### src/rtl/rom_fetch_ctrl.sv
// Burst read controller for a 512x32 ROM with a small response FIFO and flow control.
// Optional macro ROM_FETCH_CNT_EN adds a saturating 16-bit ROM issue counter (rd_count).
module rom_fetch_ctrl #(
   parameter int unsigned RSP_DEPTH = 4
) (
   input  logic        CLK,
   input  logic        reset_n,
   input  logic        scan_mode,
   input  logic        req_valid,
   input  logic [8:0]  req_addr,
   input  logic [2:0]  req_len,
   output logic        req_ready,
   output logic        rsp_valid,
   output logic [31:0] rsp_data,
   input  logic        rsp_ready,
   output logic        rom_me,
   output logic [8:0]  rom_adr,
   input  logic [31:0] rom_q,
`ifdef ROM_FETCH_CNT_EN
   output logic        busy,
   output logic [15:0] rd_count
`else
   output logic        busy
`endif
);

   localparam int unsigned AW = 9;
   localparam int unsigned DW = 32;
   localparam int unsigned LW = 3;
   localparam int unsigned PW = $clog2(RSP_DEPTH);
   localparam int unsigned CW = PW + 1;

   typedef enum logic [1:0] {S_IDLE, S_ISSUE, S_DRAIN} state_e;

   state_e         state_q, state_d;
   logic [AW-1:0]  addr_q, addr_d;
   logic [LW-1:0]  rem_q, rem_d;
   logic           inflight_q;
   logic [DW-1:0]  mem_q [RSP_DEPTH];
   logic [PW-1:0]  wr_ptr_q, rd_ptr_q;
   logic [CW-1:0]  cnt_q, cnt_d;
   logic           req_ready_q;
   logic           busy_q;
   logic           issue;
   logic           push;
   logic           pop;

   // A read may only go out if its word is guaranteed a FIFO slot on landing.
   assign issue = (state_q == S_ISSUE) && !scan_mode &&
                  ((32'(cnt_q) + 32'(inflight_q)) < RSP_DEPTH);
   assign push  = inflight_q;
   assign pop   = rsp_valid && rsp_ready;
   assign cnt_d = cnt_q + CW'(push) - CW'(pop);

   assign rom_me    = issue;
   assign rom_adr   = issue ? addr_q : '0;
   assign rsp_valid = (cnt_q != '0);
   assign rsp_data  = mem_q[rd_ptr_q];
   assign req_ready = req_ready_q;
   assign busy      = busy_q;

   always_comb begin
      state_d = state_q;
      addr_d  = addr_q;
      rem_d   = rem_q;
      unique case (state_q)
         S_IDLE: begin
            if (req_valid && req_ready_q) begin
               addr_d  = req_addr;
               rem_d   = req_len;
               state_d = S_ISSUE;
            end
         end
         S_ISSUE: begin
            if (issue) begin
               addr_d = addr_q + AW'(1);
               if (rem_q == '0) begin
                  state_d = S_DRAIN;
               end else begin
                  rem_d = rem_q - LW'(1);
               end
            end
         end
         // The last read lands during this cycle; it is pushed at the closing edge.
         S_DRAIN: state_d = S_IDLE;
         default: state_d = S_IDLE;
      endcase
   end

   always_ff @(posedge CLK or negedge reset_n) begin
      if (!reset_n) begin
         state_q     <= S_IDLE;
         addr_q      <= '0;
         rem_q       <= '0;
         inflight_q  <= 1'b0;
         wr_ptr_q    <= '0;
         rd_ptr_q    <= '0;
         cnt_q       <= '0;
         req_ready_q <= 1'b0;
         busy_q      <= 1'b0;
         for (int unsigned i = 0; i < RSP_DEPTH; i++) begin
            mem_q[i] <= '0;
         end
      end else begin
         state_q     <= state_d;
         addr_q      <= addr_d;
         rem_q       <= rem_d;
         inflight_q  <= issue;
         cnt_q       <= cnt_d;
         req_ready_q <= (state_d == S_IDLE);
         busy_q      <= (state_d != S_IDLE) || (cnt_d != '0);
         if (push) begin
            mem_q[wr_ptr_q] <= rom_q;
         end
         wr_ptr_q <= wr_ptr_q + PW'(push);
         rd_ptr_q <= rd_ptr_q + PW'(pop);
      end
   end

`ifdef ROM_FETCH_CNT_EN
   logic [15:0] rd_count_q;

   always_ff @(posedge CLK or negedge reset_n) begin
      if (!reset_n) begin
         rd_count_q <= '0;
      end else if (issue && (rd_count_q != 16'hFFFF)) begin
         rd_count_q <= rd_count_q + 16'd1;
      end
   end

   assign rd_count = rd_count_q;
`endif

endmodule

### config.mk
export PLATFORM = sky130hd
export DESIGN_NAME = rom_fetch_ctrl
export DESIGN_NICKNAME = d
export VERILOG_FILES = /design/src/rtl/rom_fetch_ctrl.sv
export SDC_FILE = /design/constraint.sdc
export NUM_CORES = 1
export LEC_CHECK = 0
export ABC_AREA = 0
export CELL_PAD_IN_SITES_DETAIL_PLACEMENT = 1
export CELL_PAD_IN_SITES_GLOBAL_PLACEMENT = 1
export CORE_MARGIN = 2
export CORE_UTILIZATION = 49
export DETAILED_ROUTE_END_ITERATION = 10
export PLACE_DENSITY = 0.95
export SETUP_SLACK_MARGIN = 0.3
export SLEW_MARGIN = 25
export SYNTH_ARGS = -nofsm -noshare
export SYNTH_HDL_FRONTEND = slang
export SYNTH_SLANG_ARGS = --single-unit
### constraint.sdc
create_clock -name CLK -period 4.9 [get_ports CLK]
set_input_delay 0.735 -clock CLK [delete_from_list [all_inputs] [get_ports CLK]]
set_output_delay 0.735 -clock CLK [all_outputs]
set_load 0.05 [all_outputs]
Word-level counts from Yosys, hierarchy flattened

Cells that the tools add are included.
W data, S select, Z words.

Memories: 0
Memory bits (read-only): 0
Register bits after elaboration: 152
Output and inout port bits: 45
Bits in writable memories: 0
Bits of input ports: 49
Latch bits: 0

Muxes and demuxes: 18
Reduce and logical (&&, ||, !) cells: 16
Bitwise operators: 2
Shift-type cells: 0
Divide/modulo/power cells: 0
$add $sub $neg: 7
Multiply operators: 0
Eq/ne operators: 4
Order comparisons: 4

Operator list:

| cell                  | number |
|---|---|
| $bwmux W128           | 1 |
| $mux W32              | 3 |
| $bmux W32 S2          | 1 |
| $demux W32 S2         | 1 |
| $mux W9               | 3 |
| $pmux W9 S2           | 1 |
| $add A9 B1 Y9 const B | 1 |
| $mux W3               | 3 |
| $ge A3 B3 Y1 const B  | 2 |
| $mux W2               | 3 |
| $ne A2 B2 Y1 const B  | 3 |
| $not A2 Y3            | 2 |
| $pmux W3 S2           | 1 |
| $reduce_bool A3 Y1    | 2 |
| $logic_and A1 B1 Y1   | 5 |
| $add A2 B1 Y2         | 2 |
| $add A3 B1 Y4         | 1 |
| $logic_not A2 Y1      | 2 |
| $lt A4 B3 Y1 const B  | 1 |
| $pmux W2 S2           | 1 |
| $reduce_and A4 Y1     | 1 |
| $reduce_bool A2 Y1    | 2 |
| $add A3 B1 Y3         | 1 |
| $logic_not A3 Y1      | 1 |
| 7 further kinds       | 7 |

Depth between registers and ports, before layout

Gate-level depths: netlist (run 1).

Word-level depth: 7
Depth in mapped cells: 8
Mapped depth without buffers: 8

Least setup slack after synthesis (run 1)

Ideal clock, no wire load.

Kind: input -> output
Start: in scan_mode
End: out rom_adr[0]
Setup slack: 2119 ps
Required time: 4165 ps
Cell stages on the path: 4
Arrival: 2046 ps
Path buffers: 1
Cells stage by stage: a2111o_1 > clkinv_2 > buf_4 > and2_1

Longest elaborated chain between the ends: 4

RTL lines:

| element                           | line | source |
|---|---|---|
| start, declared                   | 8    | `input logic scan_mode,` |
| $logic_not A1 Y1                  | 49   | `assign issue = (state_q == S_ISSUE) && !scan_mode &&` |
| $logic_and A1 B1 Y1 (2 in series) | 49   |  |
| named net rom_me                  | 16   | `output logic rom_me,` |
| $mux W9                           | 56   | `assign rom_adr = issue ? addr_q : '0;` |
| end, declared                     | 17   | `output logic [8:0] rom_adr,` |

The timed path passes the listed nets, and every way through them passes these cells.

Worst setup path after layout (run 1)

Start: reg cnt_q[1]
End: out rom_adr[6]

Longest elaborated chain between the ends: 4

RTL lines:

| element                | line | source |
|---|---|---|
| start, declared        | 41   | `logic [CW-1:0] cnt_q, cnt_d;` |
| start signal, assigned | 109  | `cnt_q <= cnt_d;` |
| $add A3 B1 Y4          | 50   | `((32'(cnt_q) + 32'(inflight_q)) < RSP_DEPTH);` |
| $lt A4 B3 Y1           | 50   |  |
| $logic_and A1 B1 Y1    | 49   |  |
| $mux W9                | 56   |  |

Every way passes these cells.

==> reports/qor.yml, run 1 <==
timing:
  min_period_ps: 3740
  fmax_ghz: 0.268
  fin_skew_ps: 6.84
  drv_slew: 0
  fin_crit_sh: 0.763
  setup_viol: 0
  setup_tns_ps: 0
  grt_setup_unrepaired: "false"
  worstMarginPinSlew_ps: 995
  hold_viol: 0
  worst_slew_margin_rel: 0.336
place:
  dpl.hpwl_um: 10900
  place.gp.congestion: 0.851
  io_buffer_count: 93
die:
  io_pins: 94
  die_x_um: 122
  core_um2: 13700
  rows: 43
  start_util: 0.496
  dieArea_um2: 14900
  die_y_um: 122
setup_path:
  crit_path_start_kind: "register"
  path_max_fanout: 19
  end_kind: "output port"
  reg2reg_from: "cnt_q[0]$_DFF_PN0_"
  required_ps: 4160
  crit_type: "reg2out"
  r2r-end: "busy$_DFF_PN0_"
  rrSetupSlack_ps: 2570
  r2r_cells: 8
  cp.arrival_ps: 3000
yosys:
  yosysMostFrequentCell: "dfrtp_1"
  yosysWarnings: 0
  ys_seq_area_frac: 0.559
  ys.flop_type: "dfrtp_1"
  ys_seq_elements: 152
  netlist_instances: 452
  synth_area_leaders: "dfrtp_1, mux2_2, mux4_2, ha_1, and2_1"
  async_flop_share: 1.00
  synth_top_area_frac: 0.559
  syn_area_um2: 6810
  syn_avg_cell_area_um2: 15.1
  syn_nets: 508
  synth-edff-count: 0
  synth_commonest_cells: "dfrtp_1, mux2_2, mux4_2, clkbuf_1"
  synth_cell_types: 48
  synth.largest_area_cell: "dfrtp_1"
clock_network:
  ctsLongestPathBuffers: 2
  cts-root-buf: "clkbuf_16"
  cts_buffers: 17
  clkSinkCount: 152
  post_cts_buffers: 0
  htreeDepth: 4
  hold_buffers: 0
  clkTransAtPathRegs_ps: 60
  cts_tree: "done"
  clkLatencyLatePin_ps: 420
  post_cts_resized: 0
run_status:
  status: "finished, final reports clean"
grt:
  grt_pass1_wl_um: 27200
  overflow: 0
  grt_pass1_vias: 4930
  grt_usage: 0.247
  antenna_found_initial: 0
  grt_max_degree: 110
layout:
  multi_input_area_um2: 2880
  seq_area_um2: 3810
  areaGrowthSynthToFinish_pct: 25.0
  antennaDiodeCount: 0
  fillers: 1264
  nets: 602
  drive_above_1_share: 0.372
drt:
  wl_per_cell_um: 23.0
  vias: 4241
  firstDrtPassIters: 4
  viasPerCell: 5.74
  post-route-drc-count: 0
  wl_um: 17000
  ant_nets: 0
  drt_iter0_markers: 218
run:
  cap_violations: 0
min_path:
  hold_class: "in2async"
metal layers:
layer	global-route usage	vias up	part of all wire	routed length, um
li1	-	1872	-	-
met1	0.303	2252	0.41	7040
met2	0.431	103	0.54	9150
met3	0.0655	14	0.035	591
met4	0.0704	0	0.013	223
met5	0	-	0	0
how the worst max path moves through the flow:
| stage | startpoint | endpoint | cells after the start |
|---|---|---|---|
| 6_report | cnt_q[1]$_DFF_PN0_ | rom_adr[6] | 6 |
| 5_1_grt | cnt_q[1]$_DFF_PN0_ | rom_adr[6] | 6 |
| 4_1_cts | cnt_q[1]$_DFF_PN0_ | rom_adr[6] | 6 |
| 3_5_place_dp | scan_mode | rom_adr[6] | 5 |
| 3_3_place_gp | scan_mode | rom_adr[8] | 5 |
| 2_1_floorplan | scan_mode | rom_adr[0] | 4 |
per-stage QoR:
stage          worst slack (ps)  std cells  cell area [um^2]  utilization  hold WS, ps
2_1_floorplan              2120        452              6810            -          439
3_3_place_gp               1290        707              7920        0.577          481
3_5_place_dp               1240        707              7920        0.577          490
4_1_cts                    1120        739              8500        0.620          482
5_1_grt                    1040        739              8510        0.621          481
6_report                   1160        739              8510        0.621          427
logic make-up (layout without fill, tap and decap cells):
| group | count (synthesis) | count (layout) | share of synthesized area |
|---|---|---|---|
| multiplexers | 161 | 161 | 0.319 |
| flip-flops | 152 | 152 | 0.559 |
| AND/OR/NAND/NOR | 62 | 62 | 0.0469 |
| AO/OA/AOI/OAI | 33 | 33 | 0.0353 |
| buffers and inverters | 33 | 140 | 0.0211 |
| adder cells (fa/ha/maj) | 7 | 7 | 0.0140 |
| XOR/XNOR | 4 | 4 | 0.00515 |
critical path, stage by stage (launching register included):
cell             delay [ps]
dfrtp_1                 430
ha_1                    220
and3_1                  190
a2111o_1                500
clkinv_2                260
and2_1                  180
clkdlybuf4s50_1         810
registers in the layout (all words and copies together) (netlist names):
signal and cells:
addr_q 9, busy 1, cnt_q 3, inflight_q 1
mem_q 128, rd_ptr_q 2, rem_q 3, req_ready 1
state_q 2, wr_ptr_q 2
layout by cell type, fill, tap and decap left out, types with 5 or more instances in the layout:
master / netlist / final
and2_1: 9 / 9
buf_4: 1 / 8
clkbuf_16: 0 / 17
clkbuf_8: 0 / 7
clkdlybuf4s50_1: 0 / 92
clkinv_2: 1 / 5
dfrtp_1: 152 / 150
ha_1: 6 / 6
inv_1: 6 / 6
mux2_2: 128 / 128
mux4_2: 32 / 32
nand2_1: 13 / 13
nand3_1: 7 / 6
nor2_1: 13 / 13
nor3_1: 6 / 5
area by class of cell:
cell class              instances  area share
clock buffers                  25      0.0606
clock inverters                 7     0.00764
inverters                       7     0.00323
multi-input cells             267       0.338
flip-flops and latches        152       0.447
well taps                     180      0.0265
repair buffers                101       0.117
Power of run 1 is left out: the tool's default activity adds up to more than one toggle a clock period on the data nets, which glitch-free logic cannot reach.
==> run 2: changes to the inputs <==
Settings changed: CORE_UTILIZATION 49 to 41, PLACE_DENSITY 0.95 to 0.86.
Clock period 4.9 ns to 3.39 ns, I/O delays scaled along.
==> run 2 against run 1 <==
Effect of this change:
- routed wire length down 7.6%
- first-iteration DRC count down 44%
- global-route usage down 5.5 points
- core utilization down 9.5 points
- critical endpoint is now rsp_data[2]
==> reports/qor.yml, run 2 (same netlist as run 1, synthesis figures left out) <==
run_status:
  status: "finished, final reports clean"
layout:
  final_common_cell: "dfrtp_1"
  nets: 607
  reg_top3: "mem_q (128), addr_q (9)"
  fillers: 1592
  finalNonFillerCells: 783
  final_area_um2: 8620
  drive_above_1_share: 0.393
  areaGrowthSynthToFinish_pct: 26.6
  largest-register: "mem_q"
  antennaDiodeCount: 0
  final_cell_mix: "dfrtp_1, mux2_2, clkdlybuf4s50_1"
  largest_reg_flops: 128
  postLayoutCoreUtil: 0.525
  seq_area_um2: 3810
  multi_input_area_um2: 2870
grt:
  grt_pass1_wl_um: 26100
  antenna_found_initial: 0
  grt_max_degree: 93
  grt_usage: 0.192
  grt_pass1_vias: 4886
  overflow: 0
die:
  die_y_um: 133
  dieArea_um2: 17700
  rows: 47
  io_pins: 94
  die_x_um: 133
  start_util: 0.415
  core_um2: 16400
drt:
  wl_per_cell_um: 20.1
  wl_um: 15700
  viasPerCell: 5.37
  post-route-drc-count: 0
  vias: 4208
  ant_nets: 0
  drt_iter0_markers: 122
  firstDrtPassIters: 6
timing:
  setup_tns_ps: 0
  fmax_ghz: 0.333
  worst_slew_margin_rel: 0.586
  grt_setup_unrepaired: "false"
  fin_crit_sh: 0.887
  fin_skew_ps: 7.03
  worstMarginPinSlew_ps: 618
  worst_slack_ps: 385
  setup_viol: 0
  hold_viol: 0
  min_period_ps: 3010
  drv_slew: 0
place:
  placed_cell_area_um2: 8000
  io_buffer_count: 93
  place.gp.congestion: 0.805
  dp_cells: 752
  dpl.hpwl_um: 10400
  dp_slack_ps: 448
setup_path:
  required_ps: 2880
  cp_num_buf_inv: 2
  cp.arrival_ps: 2500
  path_cells: "buf_4 > mux4_2 > clkdlybuf4s50_1"
  crit_path_start_kind: "register"
  r2r_cells: 8
  reg2reg_from: "cnt_q[0]$_DFF_PN0_"
  end_kind: "output port"
  rrSetupSlack_ps: 1190
  cpPeakStageDelay_ps: 730
  slowest_stage: "clkdlybuf4s50_1"
  crit_family: "buffers and inverters"
  path_max_fanout: 17
  r2r-end: "busy$_DFF_PN0_"
  crit_type: "reg2out"
  cp.depth: 3
clock_network:
  post_cts_buffers: 0
  hold_buffers: 0
  cts_buffers: 17
  ctsLongestPathBuffers: 2
  clkSinkCount: 152
  htreeDepth: 4
  clkTransAtPathRegs_ps: 60
  cts_tree: "done"
  cts-root-buf: "clkbuf_16"
  clkLatencyLatePin_ps: 410
pwr:
  leakage_nw: 3.58
  cellPowerDensity_nw_per_um2: 1220
  ir_drop_mv: 0.597
min_path:
  hold_class: "in2async"
run:
  cap_violations: 0
==> run 2: worst register-to-register path, delay by kind of cell, from the launching register on <==
kind	cells	cell delay [ps]
simple gates	4	830
fa+ha+maj	2	580
xor+xnor	1	150
compound gates	1	110
flops	1	410
==> run 2: final cells by class <==
class | instances | share of cell area
Clock inverter | 11 | 0.0170
Multi-Input combinational cell | 267 | 0.333
Timing Repair Buffer | 106 | 0.118
Clock buffer | 20 | 0.0542
Inverter | 7 | 0.00319
Tap cell | 220 | 0.0319
Sequential cell | 152 | 0.442
==> run 2: repair_timing <==
action,CTS,global route
resized for setup,3,0
endpoints found under the hold margin,0,0
setup endpoints to repair,15,0
==> run 2: stage by stage <==
stage          hold slack, ps  power [mW]
6_report                 48.1        10.5
5_1_grt                   100        11.0
4_1_cts                  73.7        10.6
3_5_place_dp              488        8.61
3_3_place_gp              481        8.32
2_1_floorplan             213        6.99
==> run 2: layer usage <==
metal  vias up  GRT usage  share of wire
met5         -          0              0
met4         0     0.0579          0.011
met3        12     0.0418          0.029
met2        72      0.345           0.54
met1      2242      0.231           0.42
li1       1882          -              -
==> run 2: power by group <==
group          total, mW  switching, mW  internal [mW]
clock network       1.95          0.739           1.21
registers           3.31          0.573           2.74
logic               5.22           2.88           2.34
==> run 2: worst max path at each step <==
stage | startpoint | endpoint | slack [ps]
finish | rd_ptr_q[1]$_DFF_PN0_ | rsp_data[2] | 380
detailed placement | scan_mode | rom_adr[7] | 450
CTS | rd_ptr_q[1]$_DFF_PN0_ | rsp_data[2] | 360
floorplan | cnt_q[1]$_DFF_PN0_ | rom_adr[0] | 860
global route | rd_ptr_q[0]$_DFF_PN0_ | rsp_data[2] | 300
global placement | scan_mode | rom_adr[2] | 430
Power figures use the tool's default switching activity.
==> run 3: changes to the inputs <==
Settings changed: SLEW_MARGIN 25 to 20.
==> run 3 against run 2 <==
Effect of this change:
- register-to-register slack hardly changed
- critical path depth stayed put
- non-clock buffer count stayed put
- power stayed put
- worst setup slack hardly changed
- global-route usage stayed put
- via count hardly changed
- cell count stayed put
- core utilization hardly changed
- routed wire length hardly changed
- sequential cell count stayed put
- count of clock-buffer cells in the layout stayed put
==> reports/qor.yml, run 3 (same netlist as run 1, synthesis figures left out) <==
layout:
  drive_above_1_share: 0.391
  antennaDiodeCount: 0
  reg_top3: "mem_q (128), addr_q (9)"
  largest_reg_flops: 128
  final_area_um2: 8620
  largest-register: "mem_q"
  final_common_cell: "dfrtp_1"
  nets: 607
  final_cell_mix: "dfrtp_1, mux2_2, clkdlybuf4s50_1"
  postLayoutCoreUtil: 0.525
  areaGrowthSynthToFinish_pct: 26.5
pwr:
  clock_power_share: 0.186
  switching_share: 0.400
  ir_drop_mv: 0.597
  p_seq_frac: 0.316
  p_int_mw: 6.29
  p_sw_mw: 4.19
  leakage_nw: 3.58
  p_comb_frac: 0.498
  cellPowerDensity_nw_per_um2: 1220
timing:
  setup_viol: 0
  min_period_ps: 3010
  worstMarginPinSlew_ps: 1060
  setup_tns_ps: 0
  grt_setup_unrepaired: "false"
  worst_slew_margin_rel: 0.290
  hold_viol: 0
  fmax_ghz: 0.333
  drv_slew: 0
  fin_crit_sh: 0.887
  fin_skew_ps: 7.30
place:
  place.gp.congestion: 0.805
  io_buffer_count: 93
  dpl.hpwl_um: 10400
  placed_cell_area_um2: 8000
setup_path:
  r2r-end: "busy$_DFF_PN0_"
  end_kind: "output port"
  slowest_stage: "clkdlybuf4s50_1"
  crit_type: "reg2out"
  cpPeakStageDelay_ps: 730
  reg2reg_from: "cnt_q[0]$_DFF_PN0_"
  r2r_cells: 8
  path_cells: "buf_4 > mux4_2 > clkdlybuf4s50_1"
  rrSetupSlack_ps: 1190
  crit_path_start_kind: "register"
  crit_family: "buffers and inverters"
  required_ps: 2880
  cp_num_buf_inv: 2
  cp.arrival_ps: 2500
  path_max_fanout: 17
clock_network:
  cts_tree: "done"
  ctsLongestPathBuffers: 2
  post_cts_buffers: 0
  clkLatencyLatePin_ps: 420
  hold_buffers: 0
  clkTransAtPathRegs_ps: 60
  cts-root-buf: "clkbuf_16"
  clkSinkCount: 152
  htreeDepth: 4
  post_cts_resized: 3
  cts_buffers: 17
die:
  io_pins: 94
  die_x_um: 133
  rows: 47
  dieArea_um2: 17700
  die_y_um: 133
  start_util: 0.415
  core_um2: 16400
drt:
  wl_met2_um: 8490
  viasPerCell: 5.38
  post-route-drc-count: 0
  m1WireLength_um: 6620
  firstDrtPassIters: 6
  drt_iter0_markers: 122
  vias: 4211
  wl_per_cell_um: 20.1
  route.met3.wl_um: 454
  highest_layer: "met4"
  ant_nets: 0
  wl_um: 15700
grt:
  overflow: 0
  grt_usage: 0.192
  antenna_found_initial: 0
  grt_pass1_vias: 4886
  grt_pass1_wl_um: 26100
  grt_max_degree: 93
run_status:
  status: "finished, final reports clean"
min_path:
  hold_class: "in2async"
run:
  cap_violations: 0
[run 3: through the flow]
stage          worst slack [ps]  power (mW)  hold WS (ps)  instances
4_1_cts                     360        10.6          73.7        783
6_report                    385        10.5          47.7        783
3_5_place_dp                448        8.61           488        752
3_3_place_gp                427        8.32           481        752
2_1_floorplan               862        6.99           213        452
5_1_grt                     304        11.0           100        783
[run 3: routing by layer]
| layer | track usage | up-vias |
|---|---|---|
| met3 | 0.0418 | 12 |
| li1 | - | 1881 |
| met1 | 0.231 | 2246 |
| met4 | 0.0579 | 0 |
| met2 | 0.345 | 72 |
| met5 | 0 | - |
[run 3: worst max path at each step]
| stage | start | to | slack, ps | cells after the start |
|---|---|---|---|---|
| after floorplan | cnt_q[1]$_DFF_PN0_ | rom_adr[0] | 860 | 6 |
| after global placement | scan_mode | rom_adr[2] | 430 | 4 |
| after detailed placement | scan_mode | rom_adr[7] | 450 | 4 |
| after CTS | rd_ptr_q[1]$_DFF_PN0_ | rsp_data[2] | 360 | 3 |
| after global routing | rd_ptr_q[0]$_DFF_PN0_ | rsp_data[2] | 300 | 3 |
| final | rd_ptr_q[1]$_DFF_PN0_ | rsp_data[2] | 380 | 3 |
[run 3: final cells by class]
type / count / area (um^2)
clock buffers: 20 / 467
flip-flops and latches: 152 / 3810
fillers: 1592 / 7790
well taps: 220 / 275
multi-input cells: 267 / 2870
inverters: 7 / 27.5
repair buffers: 106 / 1020
clock inverters: 11 / 146
[run 3: power groups by stage]
stage	logic [mW]	registers (mW)	clock network, mW
floorplan	3.88	3.11	0
global placement	5.11	3.21	0
detailed placement	5.28	3.34	0
CTS	5.30	3.32	2.00
global route	5.52	3.44	2.07
finish	5.22	3.31	1.95
